===== config.mk =====
export PLATFORM = sky130hd
export DESIGN_NAME = veriyolu_denetim
export DESIGN_NICKNAME = d
export VERILOG_FILES = /design/src/rtl/veriyolu_denetim.sv
export SDC_FILE = /design/constraint.sdc
export NUM_CORES = 1
export LEC_CHECK = 0
export ABC_AREA = 1
export BUFFER_PORTS_ARGS = -buffer_cell sky130_fd_sc_hd__clkbuf_2
export CAP_MARGIN = 40
export CORE_MARGIN = 1.5
export CORE_UTILIZATION = 49
export DETAILED_ROUTE_END_ITERATION = 16
export GPL_TIMING_DRIVEN = 1
export HOLD_SLACK_MARGIN = 0.08
export PLACE_DENSITY = 0.87
export SYNTH_ARGS = -nofsm -noshare
export SYNTH_HDL_FRONTEND = slang
export SYNTH_SLANG_ARGS = --single-unit

===== constraint.sdc =====
create_clock -name aclk -period 2.14 [get_ports aclk]
set_clock_uncertainty 0.2 [all_clocks]
set_input_delay 0.107 -clock aclk [delete_from_list [all_inputs] [get_ports aclk]]
set_output_delay 0.107 -clock aclk [all_outputs]
set_load 0.05 [all_outputs]

===== src/rtl/veriyolu_denetim.sv =====
// veriyolu_denetim: command sequencer that steps the veriyolu datapath
// through S1->A, S2->B, ALU->AR and an optional AR->memory phase.
module veriyolu_denetim #(
    parameter int DW        = 8,
    parameter int PHASE_CYC = 2
) (
    input  logic          aclk,
    input  logic          arst,
    input  logic          cmd_valid,
    output logic          cmd_ready,
    input  logic [2:0]    cmd_op,
    input  logic          cmd_wr,
    input  logic          iptal,
    output logic [2:0]    alu_sel,
    output logic [DW-1:0] s1_yolla,
    output logic [DW-1:0] s2_yolla,
    output logic [DW-1:0] a_yolla,
    output logic [DW-1:0] b_yolla,
    output logic [DW-1:0] ar_yolla,
    output logic          a_yukle,
    output logic          b_yukle,
    output logic          ar_yukle,
    output logic          mem_we,
    output logic          done,
    output logic [7:0]    islem_sayisi
);

    typedef enum logic [2:0] {
        IDLE,
        P_S1A,
        P_S2B,
        P_EXEC,
        P_OUT,
        DONE
    } state_e;

    localparam logic [3:0]    CNT_LAST = 4'(PHASE_CYC - 1);
    localparam logic [DW-1:0] ONES     = '1;

    state_e        state_q, state_d;
    logic [3:0]    cnt_q, cnt_d;
    logic [2:0]    op_q, op_d;
    logic          wr_q, wr_d;
    logic          ready_q, ready_d;
    logic [2:0]    alu_q, alu_d;
    logic [DW-1:0] s1_q, s1_d;
    logic [DW-1:0] s2_q, s2_d;
    logic [DW-1:0] ar_q, ar_d;
    logic          ay_q, ay_d;
    logic          by_q, by_d;
    logic          ary_q, ary_d;
    logic          we_q, we_d;
    logic          done_q, done_d;
    logic [7:0]    sayi_q, sayi_d;
    logic          phase_end;

    assign phase_end = (cnt_q == CNT_LAST);

    // Next state, then outputs decoded from the next state so they are registered
    always_comb begin
        state_d = state_q;
        op_d    = op_q;
        wr_d    = wr_q;
        cnt_d   = '0;
        ready_d = 1'b0;
        alu_d   = '0;
        s1_d    = '0;
        s2_d    = '0;
        ar_d    = '0;
        ay_d    = 1'b0;
        by_d    = 1'b0;
        ary_d   = 1'b0;
        we_d    = 1'b0;
        done_d  = 1'b0;
        sayi_d  = sayi_q;

        unique case (state_q)
            IDLE: begin
                if (cmd_valid && ready_q) begin
                    op_d    = cmd_op;
                    wr_d    = cmd_wr;
                    state_d = P_S1A;
                end
            end
            P_S1A:   if (phase_end) state_d = P_S2B;
            P_S2B:   if (phase_end) state_d = P_EXEC;
            P_EXEC:  if (phase_end) state_d = wr_q ? P_OUT : DONE;
            P_OUT:   if (phase_end) state_d = DONE;
            DONE:    state_d = IDLE;
            default: state_d = IDLE;
        endcase

        if (iptal && state_q != IDLE) begin
            state_d = IDLE;
        end

        if (state_d == state_q && state_q != IDLE && state_q != DONE) begin
            cnt_d = cnt_q + 4'd1;
        end

        unique case (state_d)
            IDLE:    ready_d = 1'b1;
            P_S1A: begin
                s1_d = ONES;
                ay_d = 1'b1;
            end
            P_S2B: begin
                s2_d  = ONES;
                by_d  = 1'b1;
                alu_d = op_d;
            end
            P_EXEC: begin
                ary_d = 1'b1;
                alu_d = op_d;
            end
            P_OUT: begin
                ar_d  = ONES;
                we_d  = 1'b1;
                alu_d = op_d;
            end
            DONE: begin
                done_d = 1'b1;
                sayi_d = sayi_q + 8'd1;
            end
            default: ;
        endcase
    end

    always_ff @(posedge aclk or posedge arst) begin
        if (arst) begin
            state_q <= IDLE;
            cnt_q   <= '0;
            op_q    <= '0;
            wr_q    <= 1'b0;
            ready_q <= 1'b0;
            alu_q   <= '0;
            s1_q    <= '0;
            s2_q    <= '0;
            ar_q    <= '0;
            ay_q    <= 1'b0;
            by_q    <= 1'b0;
            ary_q   <= 1'b0;
            we_q    <= 1'b0;
            done_q  <= 1'b0;
            sayi_q  <= '0;
        end else begin
            state_q <= state_d;
            cnt_q   <= cnt_d;
            op_q    <= op_d;
            wr_q    <= wr_d;
            ready_q <= ready_d;
            alu_q   <= alu_d;
            s1_q    <= s1_d;
            s2_q    <= s2_d;
            ar_q    <= ar_d;
            ay_q    <= ay_d;
            by_q    <= by_d;
            ary_q   <= ary_d;
            we_q    <= we_d;
            done_q  <= done_d;
            sayi_q  <= sayi_d;
        end
    end

    assign cmd_ready    = ready_q;
    assign alu_sel      = alu_q;
    assign s1_yolla     = s1_q;
    assign s2_yolla     = s2_q;
    assign a_yolla      = '0;
    assign b_yolla      = '0;
    assign ar_yolla     = ar_q;
    assign a_yukle      = ay_q;
    assign b_yukle      = by_q;
    assign ar_yukle     = ary_q;
    assign mem_we       = we_q;
    assign done         = done_q;
    assign islem_sayisi = sayi_q;

endmodule


==> flow_summary.yaml <==
place:
  gp_congestion: 0.775
  dpl.hpwl_um: 2030
  placed_cells: 265
  port_buffers: 48
routing:
  avgViaCountPerCell: 4.36
  drt_iter0_drc: 29
  ant_nets: 0
  wl_per_cell_um: 9.86
  wl_um: 2720
  vias: 1204
  drtPass1Iterations: 4
  drc: 0
floorplanning:
  placementRows: 21
  dieHeight_um: 61.6
  dieArea_um2: 3800
  die_x_um: 61.6
  initial_core_util_pct: 50.8
  coreArea_um2: 3310
  ios: 65
logic_synthesis:
  synth_area_leaders: "dfrtp_1 (42%), buf_4 (18%), nand2_1 (6.9%), inv_1 (5.4%), nor2_1 (3.3%)"
  synth_top_area_share_pct: 41.6
  ys_ff_latch: 28
  yosysSeqAreaShare_pct: 41.6
  synth_ff_type: "dfrtp_1"
  synth_largest_area_cell: "dfrtp_1"
  synth_cell_type_count: 28
  synth_most_common_cell: "buf_4"
  synth_edf_count: 0
  synth_cells: 195
  yosys-top-cells-count: "buf_4 (40), nand2_1 (31), dfrtp_1 (28)"
  syn_area_per_cell_um2: 8.63
  async_flop_share_pct: 100
  synth_area_um2: 1680
  ys_warn_count: 0
global_routing:
  grt_pass1_vias: 1008
  overflow: 0
  grt_start_max_net_pins: 29
  antenna_found_initial: 0
  gr-usage-met1_pct: 20.3
  grtUsageTotal_pct: 15.6
  met2_usage_pct: 27.2
  top_usage_layer: "met2"
  grt_use_met3_pct: 1.89
  grt_pass1_wl_um: 4430
sta:
  timing.hold.ws_ps: 96.8
  final.setup.tns_ps: 0
  min_period_ps: 2050
  maxSlewViolCount: 0
  setup_viol: 0
  hold_viol: 0
  max_clock_freq_mhz: 488
  period_share_pct: 95.8
  rsz0062_at_grt: "false"
cells_and_area:
  final_cells: 276
  fillerInstances: 288
  layout-drive-gt1-share_pct: 32.6
  antenna-diode-count: 0
  area_growth_pct: 11.1
  nNetsFinal: 242
clock_tree:
  clock_path_buffers: 2
  clkTransAtPathRegs_ps: 140
  numCtsBuffers: 3
  cts.root.buffer_cell: "clkbuf_4"
  clock-sinks: 28
  htree_levels: 1
  cts_tree: "built"
  clock_latency_ps: 330
power:
  irDropWorstVdd_uv: 693
  power.density_cell_area_nw_per_um2: 1360
  p_leak_nw: 1.09
setup_path:
  end_kind: "flop"
  critPathRequiredTime_ps: 2160
  worst_ep_arrival_time_ps: 2070
  critical_path_class: "reg -> reg"
  cp-start-kind: "flop"
  path_max_fanout: 8
worst_hold_path:
  hp-class: "in -> reg"
outcome:
  outcome: "completed"
job:
  drv_cap: 0
==> cells by family (layout without fill, tap and decap cells) <==
family | Yosys count | after routing | synth area share, %
muxes | 1 | 1 | 0.669
other | 1 | 16 | 0.223
and+or+nand+nor | 73 | 73 | 22.2
AOI/OAI and AO/OA | 13 | 13 | 4.46
xor gates and xnor gates | 7 | 7 | 3.64
adders and majority gates | 3 | 3 | 2.23
buffers and inverters | 69 | 89 | 24.9
DFF | 28 | 28 | 41.6
==> flip-flops by register name, summed over array words and instances (netlist names) <==
register      cells
cmd_ready         1
state_q           3
cnt_q             4
op_q              3
islem_sayisi      8
alu_sel           3
ar_yolla          1
wr_q              1
s1_yolla          1
ar_yukle          1
done              1
s2_yolla          1
==> worst max-delay path: stages, from the launching register on <==
cell	delay [ps]
dfrtp_2	480
nor2_4	190
nand2_2	100
inv_2	70
nand2_4	70
mux2_2	270
dlygate4sd3_1	560
==> worst paths after layout <==
kind / startpoint / end / slack (ps) / depth (start not counted)
setup / recovery: state_q[1]$_DFF_PP0_ / wr_q$_DFFE_PP0P_ / 90 / 6
hold / removal: cmd_valid / op_q[0]$_DFF_PP0_ / 100 / 6
setup reg to reg: state_q[1]$_DFF_PP0_ / wr_q$_DFFE_PP0P_ / 90 / 6
hold reg to reg: cnt_q[0]$_DFF_PP0_ / cnt_q[0]$_DFF_PP0_ / 300 / 1
max in group asynchronous: arst / state_q[1]$_DFF_PP0_ / 1320 / 4
min in group asynchronous: arst / islem_sayisi[1]$_DFFE_PP0P_ / 150 / 4
==> metal layers <==
metal,up-vias,routed length (µm)
met5,-,0
met4,0,35
met3,4,126
met2,48,1380
met1,541,1180
li1,611,-
==> report_power, final <==
part	total, mW	internal, mW	switching, mW
clock network	0.338	0.190	0.149
logic	1.44	0.318	1.12
registers	0.773	0.659	0.114
==> cell type report <==
class	instances	area, µm²	area share, %
multi-input combinational	113	624	33.4
tap	46	57.6	3.08
timing repair buffer	57	325	17.4
clock buffer	3	22.5	1.20
inverter	28	108	5.76
sequential	28	702	37.6
clock inverter	1	30.0	1.61
==> per-stage QoR <==
step | cell area [µm²] | worst slack (ps) | power (mW) | utilization [%]
5_1_grt | 1870 | 12.1 | 2.72 | 56.5
2_1_floorplan | 1740 | 346 | 2.07 | -
4_1_cts | 1860 | 96.8 | 2.55 | 56.3
3_3_place_gp | 1740 | 289 | 2.15 | 52.6
6_report | 1870 | 89.3 | 2.55 | 56.5
3_5_place_dp | 1740 | 181 | 2.17 | 52.6
==> cells in the final DEF (no fill, tap or decap), drive strengths merged, types with 3 or more instances in the layout <==
cell type,netlist,final
clkbuf,0,51
nand2,37,37
dfrtp,28,28
inv,28,28
nor2,19,19
conb,1,16
nand3,11,11
o21ai,11,11
dlygate4sd3,0,7
xor2,6,6
nand4,3,3
ha,3,3
==> timing repair <==
action | in CTS | in global routing
setup buffers | 0 | 0
resized for setup | 0 | 2
endpoints found under the setup margin | 0 | 5
endpoints found under the hold margin | 37 | 0
hold buffers | 7 | 0
No activity file was read; power rests on OpenSTA's default activity.
